**config.mk**
```make
export PLATFORM = sky130hd
export DESIGN_NAME = maze_mem_arbiter_flat
export DESIGN_NICKNAME = d
export VERILOG_FILES = /design/src/rtl/maze_pkg.sv /design/src/rtl/maze_mem_arbiter_if.sv /design/src/rtl/maze_arb_select.sv /design/src/rtl/maze_mem_arbiter.sv /design/src/flat_wrapper.sv
export SDC_FILE = /design/constraint.sdc
export NUM_CORES = 1
export LEC_CHECK = 0
export CAP_MARGIN = 40
export CELL_PAD_IN_SITES_DETAIL_PLACEMENT = 0
export CELL_PAD_IN_SITES_GLOBAL_PLACEMENT = 1
export CORE_UTILIZATION = 27
export CTS_BUF_LIST = sky130_fd_sc_hd__clkbuf_4 sky130_fd_sc_hd__clkbuf_8
export DETAILED_ROUTE_END_ITERATION = 10
export GPL_ROUTABILITY_DRIVEN = 0
export GPL_TIMING_DRIVEN = 1
export PLACE_DENSITY = 0.75
export SYNTH_ARGS = -nofsm -noshare
export SYNTH_HDL_FRONTEND = slang
export SYNTH_SLANG_ARGS = --single-unit
```
**constraint.sdc**
```tcl
create_clock -name clock -period 1.7 [get_ports clock]
set_input_delay 0.17 -clock clock [delete_from_list [all_inputs] [get_ports clock]]
set_output_delay 0.17 -clock clock [all_outputs]
set_load 0.1 [all_outputs]
```
**src/rtl/maze_pkg.sv**
```systemverilog
// Shared maze board definitions: cell encodings, coordinate/address widths
// and the memory arbiter's state and owner encodings.
package maze_pkg;

  localparam int COORD_W           = 5;
  localparam int ADDR_W            = 10;
  localparam int CELL_W            = 3;
  localparam int DEFAULT_BOARD_DIM = 24;

  typedef enum logic [CELL_W-1:0] {
    OCCUPIED      = 3'd0,
    AVAILABLE     = 3'd1,
    START         = 3'd2,
    END           = 3'd3,
    YOUR_POSITION = 3'd4
  } cell_e;

  typedef enum logic [1:0] {
    ST_IDLE  = 2'd0,
    ST_ISSUE = 2'd1,
    ST_WAIT  = 2'd2
  } arb_state_e;

  typedef enum logic [1:0] {
    OWN_WR   = 2'd0,
    OWN_CHK  = 2'd1,
    OWN_DRAW = 2'd2
  } owner_e;

  // Board RAM is row-major: row y selects a 32-cell stripe.
  function automatic logic [ADDR_W-1:0] pack_addr(input logic [COORD_W-1:0] y,
                                                  input logic [COORD_W-1:0] x);
    return {y, x};
  endfunction

endpackage

```
**src/rtl/maze_mem_arbiter_if.sv**
```systemverilog
// Requester and RAM signals of the maze board arbiter; the arbiter takes the
// slave view, requesters plus the RAM take the master view.
interface maze_mem_arbiter_if;

  logic                          chk_req;
  logic [maze_pkg::COORD_W-1:0]  chk_x;
  logic [maze_pkg::COORD_W-1:0]  chk_y;
  logic                          chk_gnt;
  logic                          chk_valid;
  logic [maze_pkg::CELL_W-1:0]   chk_data;

  logic                          draw_req;
  logic [maze_pkg::COORD_W-1:0]  draw_x;
  logic [maze_pkg::COORD_W-1:0]  draw_y;
  logic                          draw_gnt;
  logic                          draw_valid;
  logic [maze_pkg::CELL_W-1:0]   draw_data;

  logic                          wr_req;
  logic [maze_pkg::COORD_W-1:0]  wr_x;
  logic [maze_pkg::COORD_W-1:0]  wr_y;
  logic [maze_pkg::CELL_W-1:0]   wr_data;
  logic                          wr_gnt;

  logic [maze_pkg::ADDR_W-1:0]   mem_addr;
  logic                          mem_wren;
  logic [maze_pkg::CELL_W-1:0]   mem_wdata;
  logic [maze_pkg::CELL_W-1:0]   mem_rdata;

  modport slave (
    input  chk_req, chk_x, chk_y, draw_req, draw_x, draw_y,
           wr_req, wr_x, wr_y, wr_data, mem_rdata,
    output chk_gnt, chk_valid, chk_data, draw_gnt, draw_valid, draw_data,
           wr_gnt, mem_addr, mem_wren, mem_wdata
  );

  modport master (
    output chk_req, chk_x, chk_y, draw_req, draw_x, draw_y,
           wr_req, wr_x, wr_y, wr_data, mem_rdata,
    input  chk_gnt, chk_valid, chk_data, draw_gnt, draw_valid, draw_data,
           wr_gnt, mem_addr, mem_wren, mem_wdata
  );

endinterface

```
**src/rtl/maze_arb_select.sv**
```systemverilog
// Priority pick among the three requesters, with a starvation counter that
// hands the display port top priority after repeated losses.
module maze_arb_select #(
  parameter int STARVE_LIMIT = 4
) (
  input  logic       clock,
  input  logic       resetn,
  input  logic       arb_en,
  input  logic       wr_req,
  input  logic       chk_req,
  input  logic       draw_req,
  output logic [2:0] grant
);

  localparam logic [2:0] LIMIT = 3'(STARVE_LIMIT);

  logic [2:0] starve_cnt;
  logic       starved;

  assign starved = (starve_cnt == LIMIT);

  // grant is one-hot {draw, chk, wr}
  always_comb begin
    grant = 3'b000;
    if (starved) begin
      if (draw_req)     grant = 3'b100;
      else if (chk_req) grant = 3'b010;
      else if (wr_req)  grant = 3'b001;
    end else begin
      if (wr_req)        grant = 3'b001;
      else if (chk_req)  grant = 3'b010;
      else if (draw_req) grant = 3'b100;
    end
  end

  always_ff @(posedge clock or negedge resetn) begin
    if (!resetn) begin
      starve_cnt <= 3'd0;
    end else if (arb_en) begin
      if (grant[2])                 starve_cnt <= 3'd0;
      else if (draw_req && !starved) starve_cnt <= starve_cnt + 3'd1;
    end
  end

endmodule

```
**src/rtl/maze_mem_arbiter.sv**
```systemverilog
// Single-port board RAM arbiter for the legality checker, display and marker
// writer; one transaction in flight, reads return data two cycles after grant.
//
//   state    | meaning
//   ST_IDLE  | no transaction; arbitrate on any request
//   ST_ISSUE | grant owner, present address (and write strobe)
//   ST_WAIT  | RAM read latency; data captured on exit
module maze_mem_arbiter
  import maze_pkg::*;
#(
  parameter int STARVE_LIMIT = 4,
  parameter int BOARD_DIM    = DEFAULT_BOARD_DIM
) (
  input  logic              clock,
  input  logic              resetn,
  maze_mem_arbiter_if.slave bus
);

  localparam logic [COORD_W:0] DIM = (COORD_W+1)'(BOARD_DIM);

  arb_state_e          state, state_nxt;
  owner_e              owner, sel_owner;
  logic [2:0]          grant;
  logic                arb_en, op_legal, sel_legal;
  logic [COORD_W-1:0]  sel_x, sel_y;
  logic [ADDR_W-1:0]   addr_q;
  logic [CELL_W-1:0]   wdata_q, rd_cell, chk_data_q, draw_data_q;
  logic                chk_valid_q, draw_valid_q;

  assign arb_en = (state == ST_IDLE) && (bus.wr_req || bus.chk_req || bus.draw_req);

  maze_arb_select #(.STARVE_LIMIT(STARVE_LIMIT)) u_select (
    .clock    (clock),
    .resetn   (resetn),
    .arb_en   (arb_en),
    .wr_req   (bus.wr_req),
    .chk_req  (bus.chk_req),
    .draw_req (bus.draw_req),
    .grant    (grant)
  );

  always_comb begin
    sel_owner = OWN_DRAW;
    sel_x     = bus.draw_x;
    sel_y     = bus.draw_y;
    if (grant[0]) begin
      sel_owner = OWN_WR;
      sel_x     = bus.wr_x;
      sel_y     = bus.wr_y;
    end else if (grant[1]) begin
      sel_owner = OWN_CHK;
      sel_x     = bus.chk_x;
      sel_y     = bus.chk_y;
    end
    sel_legal = ({1'b0, sel_x} < DIM) && ({1'b0, sel_y} < DIM);
  end

  always_comb begin
    state_nxt    = state;
    bus.wr_gnt   = 1'b0;
    bus.chk_gnt  = 1'b0;
    bus.draw_gnt = 1'b0;
    bus.mem_wren = 1'b0;
    case (state)
      ST_IDLE: if (arb_en) state_nxt = ST_ISSUE;
      ST_ISSUE: begin
        bus.wr_gnt   = (owner == OWN_WR);
        bus.chk_gnt  = (owner == OWN_CHK);
        bus.draw_gnt = (owner == OWN_DRAW);
        bus.mem_wren = (owner == OWN_WR) && op_legal;
        state_nxt    = (owner == OWN_WR) ? ST_IDLE : ST_WAIT;
      end
      ST_WAIT: state_nxt = ST_IDLE;
      default: state_nxt = ST_IDLE;
    endcase
  end

  always_ff @(posedge clock or negedge resetn) begin
    if (!resetn) state <= ST_IDLE;
    else         state <= state_nxt;
  end

  // Off-board reads still take the RAM slot but report the cell as blocked.
  assign rd_cell = op_legal ? bus.mem_rdata : OCCUPIED;

  always_ff @(posedge clock or negedge resetn) begin
    if (!resetn) begin
      owner        <= OWN_WR;
      op_legal     <= 1'b0;
      addr_q       <= '0;
      wdata_q      <= '0;
      chk_valid_q  <= 1'b0;
      draw_valid_q <= 1'b0;
      chk_data_q   <= '0;
      draw_data_q  <= '0;
    end else begin
      chk_valid_q  <= 1'b0;
      draw_valid_q <= 1'b0;
      if (arb_en) begin
        owner    <= sel_owner;
        op_legal <= sel_legal;
        addr_q   <= pack_addr(sel_y, sel_x);
        if (grant[0]) wdata_q <= bus.wr_data;
      end
      if (state == ST_WAIT) begin
        if (owner == OWN_CHK) begin
          chk_valid_q <= 1'b1;
          chk_data_q  <= rd_cell;
        end else begin
          draw_valid_q <= 1'b1;
          draw_data_q  <= rd_cell;
        end
      end
    end
  end

  assign bus.mem_addr   = addr_q;
  assign bus.mem_wdata  = wdata_q;
  assign bus.chk_valid  = chk_valid_q;
  assign bus.chk_data   = chk_data_q;
  assign bus.draw_valid = draw_valid_q;
  assign bus.draw_data  = draw_data_q;

endmodule
```
**src/flat_wrapper.sv**
```systemverilog
// flat-port wrapper written by rule: the top's interface ports become plain ports
module maze_mem_arbiter_flat import maze_pkg::*;
#(
  parameter int STARVE_LIMIT = 4,
  parameter int BOARD_DIM    = DEFAULT_BOARD_DIM
)
  (clock, resetn, bus_chk_req, bus_chk_x, bus_chk_y, bus_draw_req, bus_draw_x, bus_draw_y, bus_wr_req, bus_wr_x, bus_wr_y, bus_wr_data, bus_mem_rdata, bus_chk_gnt, bus_chk_valid, bus_chk_data, bus_draw_gnt, bus_draw_valid, bus_draw_data, bus_wr_gnt, bus_mem_addr, bus_mem_wren, bus_mem_wdata);
  maze_mem_arbiter_if bus_i ();
  input  logic clock;
  input  logic resetn;
  input wire logic [$bits(bus_i.chk_req)-1:0] bus_chk_req;
  input wire logic [$bits(bus_i.chk_x)-1:0] bus_chk_x;
  input wire logic [$bits(bus_i.chk_y)-1:0] bus_chk_y;
  input wire logic [$bits(bus_i.draw_req)-1:0] bus_draw_req;
  input wire logic [$bits(bus_i.draw_x)-1:0] bus_draw_x;
  input wire logic [$bits(bus_i.draw_y)-1:0] bus_draw_y;
  input wire logic [$bits(bus_i.wr_req)-1:0] bus_wr_req;
  input wire logic [$bits(bus_i.wr_x)-1:0] bus_wr_x;
  input wire logic [$bits(bus_i.wr_y)-1:0] bus_wr_y;
  input wire logic [$bits(bus_i.wr_data)-1:0] bus_wr_data;
  input wire logic [$bits(bus_i.mem_rdata)-1:0] bus_mem_rdata;
  output wire logic [$bits(bus_i.chk_gnt)-1:0] bus_chk_gnt;
  output wire logic [$bits(bus_i.chk_valid)-1:0] bus_chk_valid;
  output wire logic [$bits(bus_i.chk_data)-1:0] bus_chk_data;
  output wire logic [$bits(bus_i.draw_gnt)-1:0] bus_draw_gnt;
  output wire logic [$bits(bus_i.draw_valid)-1:0] bus_draw_valid;
  output wire logic [$bits(bus_i.draw_data)-1:0] bus_draw_data;
  output wire logic [$bits(bus_i.wr_gnt)-1:0] bus_wr_gnt;
  output wire logic [$bits(bus_i.mem_addr)-1:0] bus_mem_addr;
  output wire logic [$bits(bus_i.mem_wren)-1:0] bus_mem_wren;
  output wire logic [$bits(bus_i.mem_wdata)-1:0] bus_mem_wdata;
  assign bus_i.chk_req = bus_chk_req;
  assign bus_i.chk_x = bus_chk_x;
  assign bus_i.chk_y = bus_chk_y;
  assign bus_i.draw_req = bus_draw_req;
  assign bus_i.draw_x = bus_draw_x;
  assign bus_i.draw_y = bus_draw_y;
  assign bus_i.wr_req = bus_wr_req;
  assign bus_i.wr_x = bus_wr_x;
  assign bus_i.wr_y = bus_wr_y;
  assign bus_i.wr_data = bus_wr_data;
  assign bus_i.mem_rdata = bus_mem_rdata;
  assign bus_chk_gnt = bus_i.chk_gnt;
  assign bus_chk_valid = bus_i.chk_valid;
  assign bus_chk_data = bus_i.chk_data;
  assign bus_draw_gnt = bus_i.draw_gnt;
  assign bus_draw_valid = bus_i.draw_valid;
  assign bus_draw_data = bus_i.draw_data;
  assign bus_wr_gnt = bus_i.wr_gnt;
  assign bus_mem_addr = bus_i.mem_addr;
  assign bus_mem_wren = bus_i.mem_wren;
  assign bus_mem_wdata = bus_i.mem_wdata;
  maze_mem_arbiter #(.STARVE_LIMIT(STARVE_LIMIT), .BOARD_DIM(BOARD_DIM)) u_core (.clock(clock), .resetn(resetn), .bus(bus_i));
endmodule
```
==> reports/results.txt, run 1 <==
CTS saw 29 sinks. The register bit count reported by yosys was 29. Clock-pin slew was measured on the worst setup and hold paths at 70 ps. The critical path is of the flop to flop type. The synthesized design contains 0 enable-type register cells. Ranked by instance count, the synthesized netlist is headed by sky130_fd_sc_hd__dfrtp_1 (29), sky130_fd_sc_hd__nor2_1 (14), sky130_fd_sc_hd__o21ai_0 (10), sky130_fd_sc_hd__inv_1 (9), sky130_fd_sc_hd__nand2_1 (9).

Global-route wire length before repair: 6.33 mm. The worst hold slack after final layout is 285 ps, and the worst-skew pair later-pin latency is 280 ps. Number of pins exceeding their max-slew limit in the final report: 0.

Counting distinct cell types in the post-synthesis netlist gives 30. For the number of primary I/O pins, the log shows 66. The flow ran to the end, but the final reports show violations. The tools report the final count of negative-setup-slack endpoints as 5. The worst hold path belongs to the class primary input to async pin.

Global routing consumed, on the met3 layer, 3.75% of the routing resources. The initial antenna violation count was 0. Across every metal layer, demand over resource in global routing totals 15.8%. The number of antenna diodes in the final layout is 0. Share of final-layout standard cells stronger than drive strength 1: 32.1%.

In the post-synthesis netlist, the biggest area contributors are sky130_fd_sc_hd__dfrtp_1 (54%), sky130_fd_sc_hd__a222oi_1 (6.0%), sky130_fd_sc_hd__mux2_2 (5.1%). The number of clock buffers added by TritonCTS is 5. After clock tree synthesis, the flow added hold-fix buffers numbering 0.

The number of warnings reported in the yosys synthesis log is 0, and the number of global-route vias before repair is 1341. Final HPWL from detailed placement: 3.01 mm. The average wire per standard cell works out to 14.1 um. The initial utilization of the core area, before any placement, comes to 28.1%.

The portion of synthesized cell area occupied by the leading cell type is 54.3%, and the combined area of all synthesized cells is 1340 um^2. The tools report the final worst clock skew as 6.07 ps. Measured along the y axis, the die boundary spans 72.4 um. The area growth from synthesis to layout is 74.6%. For this run, global-route usage on met2 was measured as 27.1%.

In the synthesized netlist the dominant register cell turns out to be sky130_fd_sc_hd__dfrtp_1. The final route contains 1327 vias. The average cell area after synthesis is 10.3 um^2. Sequential elements use 54.3% of the synthesized area.

The required time of the worst setup path came out at 1850 ps. TritonCTS built the clock tree. Of all cell types, the one taking the most synthesized area is sky130_fd_sc_hd__dfrtp_1. The final reports fail on setup timing. The per-cell via count in the routed design was 4.71.

The maximum clock path buffer count is 2. The logs give 0 for the count of max-cap constraint violations and 0 for the hold violation count in the final report. For this block, the initial DRC count from the detailed router was 103. Most numerous cell in the Yosys netlist: sky130_fd_sc_hd__dfrtp_1. The highest net fanout along the worst path was 4.

Buffers placed on the I/O ports in this run total 65. Timing would allow up to 0.581 GHz. CTS placed an instance of sky130_fd_sc_hd__clkbuf_8 at the clock tree root.

The final worst-path setup slack is -21.2 ps, and the period utilization is 101%. The number of nets handed over by synthesis was 173. Measured against its own limit, the worst slew margin works out to 73.8%.

The transition time at the pin with the least slew margin works out to 392 ps. Data on the critical path arrives at its endpoint at 1870 ps. The logs give 4750 um^2 for the core footprint and 2 for the H-tree level count. Wires add up to 3.98 mm. For this run the aggregate overflow at the end of global routing stands at 0. The remaining design rule violation count came out at 0. The tools report the met1 demand-to-capacity share in global routing as 19.4%. Most used routing layer in global routing: met2.

Synthesis produced a netlist whose cell count is 130. After routing, the total negative slack on setup checks comes to -36.0 ps. Measured on the finished design, the core utilization comes to 49.1%. Setup repair after global routing could not meet its margin everywhere. The number of iterations in the first detailed-routing pass was 4. The floorplan step defined a die boundary enclosing 5240 um^2. Number of nets with antenna violations after routing: 0.

Of all flip-flops after synthesis, the portion carrying an async set or reset was 100%. The worst setup path is captured at a flop. Entering global routing, the biggest net connects 30 pins.

The worst setup path is launched from a flop. The total number of placement rows was 25; the layout net count was 257. The floorplan die width is 72.4 um, and the clock period minus worst slack is 1720 ps.
==> critical path, cell delays in order (launching register included) <==
cell,delay [ps]
sky130_fd_sc_hd__dfrtp_1,350
sky130_fd_sc_hd__inv_2,60
sky130_fd_sc_hd__ha_4,170
sky130_fd_sc_hd__a21bo_4,210
sky130_fd_sc_hd__and3_4,170
sky130_fd_sc_hd__buf_4,140
sky130_fd_sc_hd__a222oi_1,360
sky130_fd_sc_hd__a21oi_1,120
==> per-layer routing <==
| metal | wire length [um] | vias up |
|---|---|---|
| li1 | - | 643 |
| met1 | 1640 | 634 |
| met2 | 2000 | 44 |
| met3 | 260 | 6 |
| met4 | 67 | 0 |
| met5 | 0 | - |
==> metrics by stage <==
stage / setup WS, ps / instance area (um^2) / std cells
after floorplan: -114 / 1390 / 130
after global placement: -128 / 2170 / 269
after detailed placement: -235 / 2170 / 269
after CTS: -31.2 / 2310 / 280
after global routing: -149 / 2340 / 282
final: -21.2 / 2340 / 282
==> sequential cells by signal, summed over array words and instances, names as in the netlist <==
| name | count |
|---|---|
| u_core.bus.mem_addr | 10 |
| u_core.bus.chk_data | 3 |
| u_core.bus.draw_data | 3 |
| u_core.bus.mem_wdata | 3 |
| u_core.u_select.starve_cnt | 3 |
| u_core.owner | 2 |
| u_core.state | 2 |
| u_core.bus.chk_valid | 1 |
| u_core.bus.draw_valid | 1 |
| u_core.op_legal | 1 |
==> kinds of logic after synthesis <==
kind of cell | share of synthesized area [%]
multiplexers | 5.05
AO/OA/AOI/OAI | 19.7
adder cells (fa/ha/maj) | 1.87
AND/OR/NAND/NOR | 14.5
buffers and inverters | 4.58
flip-flops | 54.3
==> cell usage in the layout, fill, tap and decap left out, types with 2 or more instances in the layout <==
| cell | n |
|---|---|
| sky130_fd_sc_hd__o21a_1 | 2 |
| sky130_fd_sc_hd__and3_4 | 2 |
| sky130_fd_sc_hd__mux2_2 | 6 |
| sky130_fd_sc_hd__clkdlybuf4s50_1 | 40 |
| sky130_fd_sc_hd__nor2_1 | 14 |
| sky130_fd_sc_hd__nand3_1 | 6 |
| sky130_fd_sc_hd__a222oi_1 | 8 |
| sky130_fd_sc_hd__inv_2 | 2 |
| sky130_fd_sc_hd__o21ai_0 | 10 |
| sky130_fd_sc_hd__clkinv_2 | 2 |
| sky130_fd_sc_hd__clkbuf_8 | 5 |
| sky130_fd_sc_hd__a21oi_1 | 8 |
| sky130_fd_sc_hd__o2111ai_1 | 2 |
| sky130_fd_sc_hd__inv_1 | 7 |
| sky130_fd_sc_hd__buf_4 | 37 |
| sky130_fd_sc_hd__nor3b_4 | 2 |
| sky130_fd_sc_hd__nand2_1 | 9 |
| sky130_fd_sc_hd__dfrtp_1 | 29 |
| sky130_fd_sc_hd__buf_12 | 4 |
==> area by class of cell <==
class                      count  area, um^2
clock buffer                   5        68.8
timing repair buffer          81         758
clock inverter                 3        17.5
tap                           67        83.8
multi-input combinational     88         648
sequential                    29         726
inverter                       9        33.8
fill                         435        2420
==> path summary, 6_finish.rpt <==
| path | startpoint | to | slack (ps) | depth (start not counted) |
|---|---|---|---|---|
| worst max-delay path | u_core.u_select.starve_cnt[0] | u_core.bus.mem_addr[6] | -20 | 7 |
| worst min-delay path | resetn | u_core.bus.chk_data[0] | 280 | 2 |
| worst max register to register | u_core.u_select.starve_cnt[0] | u_core.bus.mem_addr[6] | -20 | 7 |
| worst min register to register | u_core.bus.chk_data[0] | u_core.bus.chk_data[0] | 490 | 2 |
| max in group asynchronous | resetn | u_core.bus.mem_addr[0] | 1140 | 2 |
| min in group clock | bus_mem_rdata[0] | u_core.bus.chk_data[0] | 480 | 3 |
==> timing repair <==
action,CTS,global route
buffers inserted,2,2
cloned,1,0
gates resized for setup,8,4
pin swaps,7,15
setup endpoints to repair,12,8
Power of run 1 is not shown: default switching activity piles up to over one toggle a cycle in this logic, so the estimate is an artifact.
==> run 2: changes to the inputs <==
Settings changed: ABC_AREA from default to 1, PLACE_DENSITY 0.75 to 0.76.
==> reports/results.txt, run 2 <==
For this run, the number of Yosys warnings is 0. Counting buffers and inverters, the worst setup path is 9 cells deep. Post-cts repair resize count: 0.

The total number of placement rows was 26. The fraction of the core area covered by cells at the end of the flow is 45.3%. Of all nets on the critical path, the largest fanout is 10. In this run the critical register-to-register path is captured at u_core.bus.mem_wdata[0]. The tools report the total clock sinks as 29. The number of buffers and inverters on the critical path is 3. The largest total area in the synthesized netlist belongs to sky130_fd_sc_hd__dfrtp_1. Entering global routing, the biggest net connects 30 pins. The tools report the buffer type at the clock tree root as sky130_fd_sc_hd__clkbuf_8. In this run the tightest slew margin relative to its limit is 75.4%.

On the worst path, the slowest cell contributes a delay of 350 ps. Class of the worst hold path: primary input to async pin. The initial utilization of the core area, before any placement, comes to 28.0%.

Largest family of logic cells by synthesized area: simple AND/OR/NAND/NOR gates. After detailed routing, the average wire length per cell comes to 11.1 um. The register bit count reported by yosys is 29. Data on the critical path is required at its endpoint by 1880 ps.

In this run the cell area of the synthesized design comes to 1430 um^2. The synthesized design contains 0 enable-type register cells. The adder-cell area share of the yosys netlist came out at 1.75%. The first detailed-routing pass took 4 iterations. After Yosys synthesis, XOR and XNOR cells account for 0.612% of the synthesized area. The die covers 5600 um^2. Clock latency on the worst-skew pair, taken at its later pin, is 280 ps. Counting along the longest clock path gives a buffer depth of 2.

Hold violation count in the final report: 0. Once detail routing completed, the nets flagged for antenna violations numbered 0. The instance count of the mapped netlist is 177, and the number of buffers inserted by port buffering is 65. By instance count, the leading cell after synthesis is sky130_fd_sc_hd__nand2_1. The logs give -22.2 ps for the worst slack after detailed placement and 1245 for the number of global-route vias before repair. The routed layout has 1371 vias. In the post-route analysis, the smallest setup slack over all paths is 230 ps. TritonCTS built the clock tree. Across the routed clock network, the largest skew measured is 5.09 ps. At the pin with the least slew margin, the transition time is 369 ps. The clock transition time at the flip-flop clock pins of the worst setup and hold paths works out to 60 ps. Grouping stages by cell kind, the critical path spends the most delay in flip-flops. Share of final-layout standard cells stronger than drive strength 1: 22.4%.

STA classifies the critical path startpoint as a flop. In this run the count of I/O pins placed on the die edge is 66. The critical path data arrival time came out at 1650 ps. After synthesis, the mean cell area works out to 8.09 um^2. Static timing analysis puts the maximum clock frequency at 0.680 GHz. The first routing iteration left 66 violations. The final layout contains routed wiring with a total length of 3.55 mm. Among all flip-flop cells after synthesis, the most frequent one is sky130_fd_sc_hd__dfrtp_1. Summing the areas of all compound-gate instances in the mapped netlist gives 10.1% of the synthesized area. The origin of the critical flop-to-flop path was u_core.u_select.starve_cnt[0]. The signed area change from the synthesized netlist to the final layout is 61.8%, and the cts-stage hold buffer count is 0. The most frequent standard cell in the layout excluding fill and tap cells was sky130_fd_sc_hd__nand2_1.

By count the netlist is led by sky130_fd_sc_hd__nand2_1 (69), sky130_fd_sc_hd__dfrtp_1 (29), sky130_fd_sc_hd__nor2_1 (14), sky130_fd_sc_hd__o21ai_0 (11), sky130_fd_sc_hd__nand3_1 (9). The critical path goes through inv_1, ha_1, nand2_2, inv_2, a21oi_2, buf_4, nand2_1, nand2_1, nand2_1. The most repeated library cell on the critical path is sky130_fd_sc_hd__nand2_1. The number of setup buffers added after CTS is 0. The path depth of the worst reg2reg path works out to 9. The run gives 0 as the count of max-cap constraint violations. The multiplexer area fraction after synthesis works out to 0%.

The die is 74.8 um tall. The run gives 50.7% as the part of the Yosys area used for sequential elements. By area the synthesized netlist is led by sky130_fd_sc_hd__dfrtp_1 (51%), sky130_fd_sc_hd__nand2_1 (18%), sky130_fd_sc_hd__o21ai_0 (3.8%).

Measured along the x axis, the die boundary spans 74.8 um. Summing the areas of all and, or, nand and nor instances in the mapped netlist gives 31.1% of the synthesized area. The synthesized design devotes to its leading area cell type 50.7% of total area. For this run, asynchronously set or reset flops after synthesis account for 100%. The initial antenna violation count is 0, and the number of pins exceeding their max-slew limit in the final report is 0. The core region is 5110 um^2. The total nets after synthesis is 220. Setup repair after global routing left no endpoint under its margin.

Clock period minus worst slack: 1470 ps. The capture point of the worst path was u_core.bus.mem_wdata[0]. In the layout the commonest cells are sky130_fd_sc_hd__nand2_1 (69), sky130_fd_sc_hd__clkdlybuf4s50_1 (40), sky130_fd_sc_hd__dfrtp_1 (29), sky130_fd_sc_hd__buf_4 (24). For the worst-case register-to-register setup slack, the log shows 230 ps.

On the critical path, the stage with the largest delay is an instance of sky130_fd_sc_hd__dfrtp_1. The flow ran to the end, and the final reports show no timing, DRC or antenna violations. The endpoint kind of the worst setup timing path is a flop.

0 antenna diodes ended up in the layout. H-tree level count: 2. The clock buffer count from CTS was 5. The first global-routing pass estimated 5.71 mm of wire. Layout net count: 292. Global routing used 13.9% of the available tracks. The remaining design rule violation count was 0.

The count of distinct cell types in the synthesized netlist came out at 24. Using the TritonRoute via totals, the vias-per-cell ratio works out to 4.28. The HPWL after detailed placement is 2.74 mm.

The register with the most flip-flops in the layout has 10 of them. Critical setup path kind: flop to flop. Setup violations remaining at the end of the flow were counted as 0. The period utilization works out to 86.5%. Tracing the worst setup path back leads to its startpoint at u_core.u_select.starve_cnt[0]. The sum of overflow across all layers after global routing is 0.
run 2: changes by cell type after synthesis, moves of 4 or more:
cell / delta
sky130_fd_sc_hd__a21oi_1: -5
sky130_fd_sc_hd__a222oi_1: -8
sky130_fd_sc_hd__inv_2: +4
sky130_fd_sc_hd__mux2_2: -6
sky130_fd_sc_hd__nand2_1: +60
sky130_fd_sc_hd__nand2_2: +5
run 2: logic make-up after synthesis:
kind of cell	Yosys count
XOR/XNOR	1
buffers and inverters	17
AO/OA/AOI/OAI	24
flip-flops	29
adder cells (fa/ha/maj)	2
AND/OR/NAND/NOR	104
run 2: final cells by class:
cell class	count	area, um^2
clock inverter	1	30.0
timing repair buffer	70	701
tap	70	87.6
clock buffer	7	90.1
fill	501	2790
multi-input combinational	131	637
sequential	29	726
inverter	12	45.0
run 2: metrics by stage:
stage	instance area [um^2]	TNS, ps	hold WS [ps]	std cells
floorplan	1440	-213	-126	177
global placement	2200	0	460	312
detailed placement	2200	-22.2	468	312
CTS	2320	0	284	320
global route	2320	0	305	320
finish	2320	0	276	320
run 2: worst min-delay path by stage:
stage,start,to,slack [ps],cells after the start
floorplan,resetn,u_core.bus.chk_data[0],-130,0
global placement,u_core.bus.mem_wdata[2],u_core.bus.mem_wdata[2],460,2
detailed placement,u_core.bus.mem_wdata[2],u_core.bus.mem_wdata[2],470,2
CTS,resetn,u_core.bus.draw_valid,280,2
global route,resetn,u_core.bus.draw_valid,300,2
finish,resetn,u_core.bus.draw_valid,280,2
run 2: routing by layer:
| layer | routed length (um) | share of wire [%] | track usage, % | vias up |
|---|---|---|---|---|
| met5 | 0 | 0 | 0 | - |
| met4 | 61 | 1.7 | 6.29 | 0 |
| met3 | 227 | 6.4 | 4.95 | 5 |
| met2 | 1590 | 45 | 21.0 | 49 |
| met1 | 1670 | 47 | 17.9 | 608 |
| li1 | - | - | - | 709 |
Power of run 2 is left out for the same reason.
